File: config.mk
export PLATFORM = sky130hd
export DESIGN_NAME = data_memory_ctrl
export DESIGN_NICKNAME = d
export VERILOG_FILES = /design/src/rtl/data_memory_ctrl.sv
export SDC_FILE = /design/constraint.sdc
export NUM_CORES = 1
export LEC_CHECK = 0
export CAP_MARGIN = 20
export CORE_MARGIN = 2
export CORE_UTILIZATION = 55
export CTS_CLUSTER_SIZE = 12
export DETAILED_ROUTE_END_ITERATION = 12
export PLACE_DENSITY_LB_ADDON = 0.25
export SYNTH_ARGS = -nofsm -noshare
export SYNTH_HDL_FRONTEND = slang
export SYNTH_SLANG_ARGS = --single-unit
export TNS_END_PERCENT = 10
File: constraint.sdc
create_clock -name i_clock -period 2.4 [get_ports i_clock]
set_input_delay 0.24 -clock i_clock [delete_from_list [all_inputs] [get_ports i_clock]]
set_output_delay 0.24 -clock i_clock [all_outputs]
set_load 0.05 [all_outputs]
File: src/rtl/data_memory_ctrl.sv
// data_memory_ctrl: single-port synchronous data RAM with request/ready handshake,
// byte-lane writes, two-edge registered read response and zero-fill after reset.
// Optional macro DATA_MEM_BOUNDS_CHECK_EN: out-of-range requests raise o_error and
// read as zero instead of aliasing modulo DEPTH.
module data_memory_ctrl #(
  parameter int DATA_W = 24,
  parameter int ADDR_W = 8,
  parameter int DEPTH  = 64
) (
  input  logic                i_clock,
  input  logic                i_reset_n,
  input  logic                i_req_valid,
  input  logic                i_req_write,
  input  logic [ADDR_W-1:0]   i_addr,
  input  logic [DATA_W-1:0]   i_wdata,
  input  logic [DATA_W/8-1:0] i_byte_en,
  output logic                o_req_ready,
  output logic                o_resp_valid,
  output logic [DATA_W-1:0]   o_rdata,
  output logic                o_busy,
  output logic                o_error
);
  localparam int NB    = DATA_W / 8;
  localparam int PTR_W = (DEPTH > 1) ? $clog2(DEPTH) : 1;

  typedef enum logic {S_CLEAR, S_IDLE} state_t;

  state_t             r_state;
  logic [PTR_W-1:0]   r_ptr;
  logic               r_req_ready;
  logic               r_busy;
  logic [DATA_W-1:0]  r_mem [DEPTH];
  logic [DATA_W-1:0]  r_rd_data;
  logic               r_rd_pend;
  logic               r_resp_valid;
  logic [DATA_W-1:0]  r_rdata;
  logic               w_wr;
  logic               w_rd;
  logic               w_ok;
  logic [31:0]        w_addr32;
  logic [PTR_W-1:0]   w_idx;

  assign w_wr     = i_req_valid && r_req_ready && i_req_write;
  assign w_rd     = i_req_valid && r_req_ready && !i_req_write;
  assign w_addr32 = 32'(i_addr);

`ifdef DATA_MEM_BOUNDS_CHECK_EN
  logic r_err_pend;
  logic r_error;
  assign w_ok    = w_addr32 < 32'(DEPTH);
  assign w_idx   = PTR_W'(w_addr32);
  assign o_error = r_error;
`else
  assign w_ok    = 1'b1;
  assign w_idx   = PTR_W'(w_addr32 % 32'(DEPTH));
  assign o_error = 1'b0;
`endif

  assign o_req_ready  = r_req_ready;
  assign o_busy       = r_busy;
  assign o_resp_valid = r_resp_valid;
  assign o_rdata      = r_rdata;

  // Control FSM: walk the fill pointer over every word once, then accept requests forever
  always_ff @(posedge i_clock or negedge i_reset_n) begin
    if (!i_reset_n) begin
      r_state     <= S_CLEAR;
      r_ptr       <= '0;
      r_req_ready <= 1'b0;
      r_busy      <= 1'b1;
    end else if (r_state == S_CLEAR) begin
      r_ptr <= r_ptr + PTR_W'(1);
      if (r_ptr == PTR_W'(DEPTH - 1)) begin
        r_state     <= S_IDLE;
        r_req_ready <= 1'b1;
        r_busy      <= 1'b0;
      end
    end
  end

  // Storage: zero-fill during CLEAR, byte-lane writes and synchronous read capture afterwards
  always_ff @(posedge i_clock) begin
    if (r_state == S_CLEAR)
      r_mem[r_ptr] <= '0;
    else if (w_wr && w_ok)
      for (int k = 0; k < NB; k++)
        if (i_byte_en[k]) r_mem[w_idx][8*k +: 8] <= i_wdata[8*k +: 8];
    if (w_rd) r_rd_data <= w_ok ? r_mem[w_idx] : '0;
  end

  // Request tracking: remember an accepted read (and range fault) until the response edge
  always_ff @(posedge i_clock or negedge i_reset_n) begin
    if (!i_reset_n) begin
      r_rd_pend  <= 1'b0;
`ifdef DATA_MEM_BOUNDS_CHECK_EN
      r_err_pend <= 1'b0;
`endif
    end else begin
      r_rd_pend  <= w_rd;
`ifdef DATA_MEM_BOUNDS_CHECK_EN
      r_err_pend <= i_req_valid && r_req_ready && !w_ok;
`endif
    end
  end

  // Response stage: one-cycle valid pulse, read data held until the next response
  always_ff @(posedge i_clock or negedge i_reset_n) begin
    if (!i_reset_n) begin
      r_resp_valid <= 1'b0;
      r_rdata      <= '0;
`ifdef DATA_MEM_BOUNDS_CHECK_EN
      r_error      <= 1'b0;
`endif
    end else begin
      r_resp_valid <= r_rd_pend;
      if (r_rd_pend) r_rdata <= r_rd_data;
`ifdef DATA_MEM_BOUNDS_CHECK_EN
      r_error      <= r_err_pend;
`endif
    end
  end
endmodule

==> results of run 1 <==
## routing by layer
metal | share of wire [%] | GRT usage (%) | vias up
met4 | 3.1 | 8.78 | 0
met3 | 10 | 5.63 | 275
met5 | 0 | 0 | -
li1 | - | - | 13238
met1 | 39 | 38.9 | 16853
met2 | 48 | 42.4 | 1941
## layout by cell type, fill, tap and decap left out, drive strengths merged, types with 16 or more instances in the layout
| master | synthesis | final |
|---|---|---|
| a22o | 20 | 20 |
| mux2 | 33 | 33 |
| a221oi | 16 | 16 |
| nor2 | 257 | 257 |
| o21ai | 25 | 25 |
| mux4 | 324 | 324 |
| clkbuf | 61 | 230 |
| nand2 | 107 | 107 |
| a21oi | 24 | 24 |
| and2 | 26 | 26 |
| clkdlybuf4s50 | 0 | 56 |
| clkinv | 0 | 35 |
| a22oi | 37 | 37 |
| dfrtp | 34 | 34 |
| mux2i | 158 | 158 |
| buf | 112 | 397 |
| o22ai | 75 | 75 |
| edfxtp | 1560 | 1560 |
## sequential cells by signal (all words and copies together), names as in the netlist, 6 cells and up
name	flops
o_rdata	24
r_mem	1536
r_ptr	6
r_rd_data	24
## repair_timing
item,in CTS,in global routing
pin swaps,12,34
setup endpoints to repair,1537,1538
hold buffers,1,0
gates resized for setup,153,89
cloned,0,1
endpoints found under the hold margin,21,0
setup buffers,1,14
## how the worst min path moves through the flow
stage               endpoint  slack (ns)
2_1_floorplan     o_rdata[0]       -0.06
3_3_place_gp     o_rdata[18]        0.42
3_5_place_dp     o_rdata[18]        0.44
4_1_cts          o_rdata[18]        0.15
5_1_grt        r_mem[36][20]        0.19
6_report         o_rdata[19]        0.17
## through the flow
step           power, mW  std cells  cell area, sq um  setup slack [ns]
2_1_floorplan       31.6       2992             62300            -0.130
3_3_place_gp        32.1       4759             68300            -0.834
3_5_place_dp        32.1       4759             68300            -0.921
4_1_cts             55.1       5035             73800            -0.199
5_1_grt             56.3       5050             74300            -0.110
6_report            54.9       5052             74300           -0.0129
## logic make-up after synthesis
logic type                 Yosys count  synth area share [%]
DFF                               1595                  77.1
muxes                              515                  14.9
and+or+nand+nor                    433                  2.90
AOI/OAI and AO/OA                  265                  3.10
buffers and inverters              177                  1.86
xor gates and xnor gates             5                0.0707
adders and majority gates            1                0.0202
other                                1               0.00606
## cell type report
class / count / area, sq um / share of cell area [%]
inverters: 4 / 15.0 / 0.0202
diodes: 2 / 5.00 / 0.00674
multi-input cells: 1220 / 14300 / 19.3
repair buffers: 457 / 5480 / 7.38
clock inverters: 46 / 484 / 0.652
flip-flops and latches: 1595 / 47700 / 64.2
well taps: 1500 / 1880 / 2.53
clock buffers: 228 / 4370 / 5.89
## worst max-delay path, delay by kind of cell, from the launching register on
kind                   cells  cell delay, ns
flip-flops                 1            0.40
buffers and inverters      4            0.71
multiplexers               1            0.28
AND/OR/NAND/NOR            4            0.67
## power breakdown
part | total (mW) | switching (mW) | internal (mW)
Sequential | 30.1 | 0 | 30.1
Combinational | 1.47 | 0.860 | 0.609
Clock | 23.3 | 10.1 | 13.2
## synthesized netlist by cell type (21+ instances only)
master                     instances
sky130_fd_sc_hd__and2_1           26
sky130_fd_sc_hd__mux2_2           33
sky130_fd_sc_hd__mux4_2          324
sky130_fd_sc_hd__nand2_1         107
sky130_fd_sc_hd__a22oi_1          37
sky130_fd_sc_hd__buf_6            21
sky130_fd_sc_hd__buf_2            51
sky130_fd_sc_hd__clkbuf_1         59
sky130_fd_sc_hd__edfxtp_1       1560
sky130_fd_sc_hd__nor2_1          256
sky130_fd_sc_hd__dfrtp_1          34
sky130_fd_sc_hd__a21oi_1          24
sky130_fd_sc_hd__buf_4            23
sky130_fd_sc_hd__o22ai_1          75
sky130_fd_sc_hd__mux2i_1         158
==> results.md, run 1 <==
Synth:
- After synthesis, the largest area contributor takes up 75.7% of total cell area.
- Counting every net in the synthesized netlist gives 3032.
- The async set-reset flop share out of synthesis is 2.19%.
- The count of unique library cells instantiated by Yosys is 56.
- The number of flops mapped to enable cells by yosys is 1560.
- The number of storage elements in the synthesis netlist is 1595.
- The count of synthesis-stage warnings from yosys is 0.
- The sequential element share of the synthesized area is 77.1%.
- The top flip-flop cell by instance count after synthesis is sky130_fd_sc_hd__edfxtp_1.
- In this run the cell area of the synthesized design comes to 61900 sq um.
- The instance count of the mapped netlist is 2992.
- Ranked by total cell area, the synthesized netlist is headed by sky130_fd_sc_hd__edfxtp_1, sky130_fd_sc_hd__mux4_2, sky130_fd_sc_hd__mux2i_1.
- The top cell type by total area after synthesis is sky130_fd_sc_hd__edfxtp_1.
- The mean instance size in the synthesized netlist is 20.7 sq um.

Route:
- For this block, the initial DRC count from the detailed router was 4176.
- The average routed wire per standard cell is 30.8 um.
- The detail route stage leaves a number of antenna-violating nets equal to 0.
- The number of design rule violations left after detail routing is 0.
- The final wirelength is 155000 um.
- The number of vias in the routed layout is 32307.
- Using the TritonRoute via totals, the vias-per-cell ratio works out to 6.39.
- The first-pass iteration count of the detailed router is 7.

Status:
- The checks that failed: negative setup slack.
- The run finished, with violations left.

Die:
- The x dimension of the die is 339 um.
- The area inside the core boundary is 112000 sq um.
- The floorplan has 123 rows.
- The I/O pin total is 67.
- The area of the die is 115000 sq um.
- The vertical die dimension is 339 um.
- For this configuration, the core starts out at a cell density of 55.2%.

Final layout:
- For this run, the share of the core covered by cells in the final layout is 66.3%.
- After filler insertion, the fill cell instance count of the layout stands at 7143.
- The net count reported at finish is 3479.
- The post-route netlist has 33.7% of its cells at a drive strength greater than 1.
- The area added between synthesis and finish is 20.0%.

Hold path:
- The kind of path behind the tightest hold check is input pin to asynchronous set/reset pin.

Timing:
- Setup repair after global routing could not meet its margin everywhere.
- In this run the tightest slew margin relative to its limit is 32.2%.
- Subtracting the final worst setup slack from the clock period gives 2.41 ns.
- The highest clock frequency the design can meet is 414 MHz.
- For the pin with the worst max-slew slack, the measured transition is 1.02 ns.
- The number of hold violations in the final report is 0.
- The max-slew violation total from the final report came to 0.
- Between clock sinks in the finished design, the worst skew comes to 0.0282 ns.
- Once routing completed, OpenROAD measured the worst setup slack at -0.0129 ns.
- The final worst-path cycle share is 101%.
- Setup violations remaining at the end of the flow were counted as 35.
- The final hold slack is 0.175 ns.
- The final setup TNS is -0.241 ns.

Worst setup path:
- The critical path goes through nand4_1, buf_6, nor2_4, buf_12, mux2i_1, nand2_1, buf_12, nor2_2, buf_12.
- For this design, the slowest cell found on the critical path is sky130_fd_sc_hd__dfrtp_2.
- Tracing the worst setup path back leads to its startpoint at r_state.
- The most frequent cell on the critical path is sky130_fd_sc_hd__buf_12.
- The startpoint identified for the worst register-to-register timing path is r_state.
- The number of cells on the worst reg-to-reg path is 9.
- For flop-to-flop paths, the worst setup slack is -0.01 ns.
- STA classifies the critical path endpoint as a flip-flop.
- The highest net fanout along the worst path is 16.
- STA puts the critical path data arrival time at 2.88 ns.
- The category of the critical setup timing path is flip-flop to flip-flop.
- STA classifies the critical path startpoint as a flip-flop.
- Data on the critical path is required at its endpoint by 2.87 ns.
- The endpoint identified for the worst register-to-register timing path is r_mem[40][11].
- The capture point of the critical path is r_mem[40][11].
- The delay of the slowest cell on the worst path is 0.40 ns.

Clock tree:
- The total number of clock tree sinks is 1595.
- The total CTS buffers is 161.
- The H-tree generated during clock tree synthesis spans 4 levels.
- TritonCTS built the clock tree.
- The cell chosen for the clock root is sky130_fd_sc_hd__clkbuf_16.
- The insertion delay of the later-clocked pin in the worst-skew pair is 0.77 ns.
- The number of buffers on the longest clock path is 3.
- The clock input transition at the sequential cells of the worst setup and hold paths is 0.06 ns.

Placement:
- Routability-driven placement finished with a final weighted congestion of 0.907.
- The sum of net half-perimeters after detailed placement is 103000 um.
- The count of buffers added on input and output ports is 63.

Pwr:
- In this run the power density over the cells is 738 nW/um^2.
- The peak supply drop is 668 uV.
- For this design the static power due to leakage is 20.3 nW.

Global route:
- The number of antenna violations at the first check in global routing is 1.
- The first global-routing pass estimated 225000 um of wire.
- The total overflow left after global routing is 0.
- Entering global routing, the biggest net connects 80 pins.
- Global routing consumed, over all layers together, 27.1% of the routing resources.
- The number of global-route vias before repair is 32794.

Run:
- The number of max-cap violations is 0.
No activity file was read; power rests on OpenSTA's default activity.
==> run 2: changes to the inputs <==
- CTS_BUF_LIST: default -> sky130_fd_sc_hd__clkbuf_8 sky130_fd_sc_hd__clkbuf_16
- GPL_TIMING_DRIVEN: default -> 0
- clock period: 2.4 -> 1.98 ns (I/O delays scaled with it)
==> results.md, run 2 (synthesis gave the netlist of run 1 again) <==
Route:
- The routed design has 196000 um of wire.
- The routed layout has 35370 vias.
- The first-pass iteration count of the detailed router is 6.
- The average vias per placed instance is 6.98.
- Once detail routing completed, the nets flagged for antenna violations numbered 0.
- After detailed routing, the number of remaining DRC violations is 0.
- The detailed router finished its first iteration with 6200 violations.
- After detailed routing, the average wire length per cell comes to 38.7 um.

Timing:
- The transition time at the pin with the least slew margin is 1.17 ns.
- The headroom to the max-slew limit is 21.8%.
- The highest clock frequency the design can meet is 392 MHz.
- Setup violations remaining at the end of the flow were counted as 3140.
- After layout, the worst setup slack is -0.573 ns.
- Setup repair after global routing could not meet its margin everywhere.
- The post-route minimum period is 2.55 ns.
- The number of hold violations in the final report was 0.
- The maximum clock skew at final layout is 0.0303 ns.
- Dividing the final minimum period by the clock period gives 129%.
- On the final layout, the worst hold slack is 0.304 ns.
- The max-slew violation total from the final report is 0.

Placement:
- The quantity of I/O buffers inserted on ports is 60.
- At the end of routability-driven placement, the weighted congestion stood at 0.955.
- The HPWL after detailed placement is 122000 um.
- The post-placement worst setup slack is -2.68 ns.

Die:
- In this run the horizontal extent of the chip is 339 um.
- The count of standard-cell rows is 123.
- For this design the top-level I/O count stands at 67.
- For this configuration, the core starts out at a cell density of 55.2%.
- The floorplan step defined a die boundary enclosing 115000 sq um.
- After floorplanning, the core was sized to cover 112000 sq um.
- The die is 339 um tall.

Final layout:
- In the layout the commonest cells are sky130_fd_sc_hd__edfxtp_1, sky130_fd_sc_hd__mux4_2, sky130_fd_sc_hd__nor2_4.
- The net count reported at finish is 3489.
- From synthesis to final layout, the design area changed by 21.4%.
- The fraction of final layout cells sized beyond drive strength 1 is 34.2%.
- The flip-flop count of the largest register, all copies and words added is 1536.
- The filler cells instantiated in the layout total 6901.
- The most common library cell in the layout ignoring fill and taps is sky130_fd_sc_hd__edfxtp_1.
- The register containing the most flip-flops in the final layout is r_mem.

Pwr:
- Power spread over the standard cell area amounts to 882 nW/um^2.
- The worst-case IR drop observed on VDD is 931 uV.
- For this design the static power due to leakage is 20.7 nW.

Clock tree:
- After clock tree synthesis, the clock-pin slew on the worst setup and hold paths is 0.06 ns.
- The insertion delay of the later-clocked pin in the worst-skew pair is 0.77 ns.
- Clock tree synthesis found a total of 1595 sinks.
- The number of H-tree levels is 4.
- TritonCTS built the clock tree.
- The number of buffers on the longest clock path is 3.
- The cell chosen for the clock root is sky130_fd_sc_hd__clkbuf_16.
- The total CTS buffers is 158.

Worst setup path:
- The register-to-register path setup slack is -0.57 ns.
- The category of the critical setup timing path is flip-flop to flip-flop.
- Walking the worst path, the cells encountered are nand4_1, buf_6, nor2_4, buf_12, buf_12, mux2i_4, buf_12, buf_8, nand2_8, nor2_4.
- STA classifies the critical path startpoint as a flip-flop.
- The delay of the slowest cell on the worst path is 0.39 ns.
- The required arrival time at the worst endpoint is 2.42 ns.
- The highest-delay cell along the critical path is sky130_fd_sc_hd__dfrtp_1.
- The data arrival time of the critical path is 2.99 ns.
- The capturing element type of the critical path is a flip-flop.
- In this run the worst path has a maximum fanout of 8.
- In this design, the critical path's most frequently occurring cell is sky130_fd_sc_hd__buf_12.

Status:
- The final reports fail on negative setup slack.
- The run finished, with violations left.

Global route:
- The global router's overall resource usage is 33.6%.
- The first global-routing pass estimated 264000 um of wire.
- The pin count of the biggest net entering global routing is 65.
- The total overflow left after global routing is 0.
- The number of global-route vias before repair is 34510.
- The number of antenna violations at the first check in global routing was 9.

Hold path:
- The worst hold path belongs to the class input pin to flip-flop.

Run:
- The number of max-cap violations is 0.
==> run 2: cell types whose count changed in the layout (fill, tap and decap cells not counted), sizes merged, moves of 9 or more <==
cell    change
and2       +20
buf        -75
clkbuf      +9
clkinv     -17
inv        +73
==> run 2: cell type report <==
| class | instances | area, sq um | area share (%) |
|---|---|---|---|
| multi-input combinational | 1240 | 15400 | 20.5 |
| buffer | 171 | 1490 | 1.98 |
| antenna | 5 | 12.5 | 0.0166 |
| clock inverter | 98 | 428 | 0.569 |
| timing repair buffer | 279 | 3940 | 5.24 |
| inverter | 4 | 15.0 | 0.0200 |
| sequential | 1595 | 47700 | 63.5 |
| tap | 1500 | 1880 | 2.50 |
| clock buffer | 174 | 4300 | 5.72 |
==> run 2: path summary, 6_finish.rpt <==
check	startpoint	to	cells after the start
worst min-delay path	i_req_write	r_rd_pend	3
min in group asynchronous	i_reset_n	o_rdata[18]	4
max in group asynchronous	i_reset_n	o_rdata[22]	4
worst max-delay path	r_state	r_mem[39][7]	10
worst min register to register	r_rd_pend	o_resp_valid	0
worst max register to register	r_state	r_mem[39][7]	10
==> run 2: metrics by stage <==
stage	cell area, sq um	TNS (ns)	power (mW)	instances	util, %
final	75200	-1123.17	66.3	5066	67.1
after global routing	75200	-1256.49	67.5	5061	67.1
after CTS	74300	-1162.92	66.1	5027	66.3
after detailed placement	66000	-4793.41	39.1	4565	58.9
after global placement	65700	-4807.98	39.1	4552	58.6
after floorplan	63200	-751.28	38.3	2992	-
==> run 2: worst max-delay path: cells and delay by family (launching register included) <==
family | cells | cell delay, ns
mux | 1 | 0.27
buf+inv | 5 | 0.79
flops | 1 | 0.39
simple gates | 4 | 0.71
==> run 2: where the power goes <==
| part | switching, mW | internal [mW] | total [mW] |
|---|---|---|---|
| logic | 1.38 | 0.653 | 2.04 |
| registers | 0 | 36.5 | 36.5 |
| clock network | 12.3 | 15.5 | 27.8 |
==> run 2: metal layers <==
layer  share of wire (%)  vias to the layer above  global-route usage (%)
li1                    -                    13316                       -
met1                  34                    18259                    44.8
met2                  45                     3123                    50.7
met3                  14                      668                    9.85
met4                 6.7                        4                    17.8
met5               0.015                        -                       0
==> run 2: repair_timing <==
action / in CTS / in global routing
setup endpoints to repair: 3143 / 3143
resized for setup: 345 / 43
cloned: 27 / 7
hold buffers: 3 / 0
pin swaps: 131 / 54
hold endpoints to repair: 35 / 0
setup buffers: 160 / 30
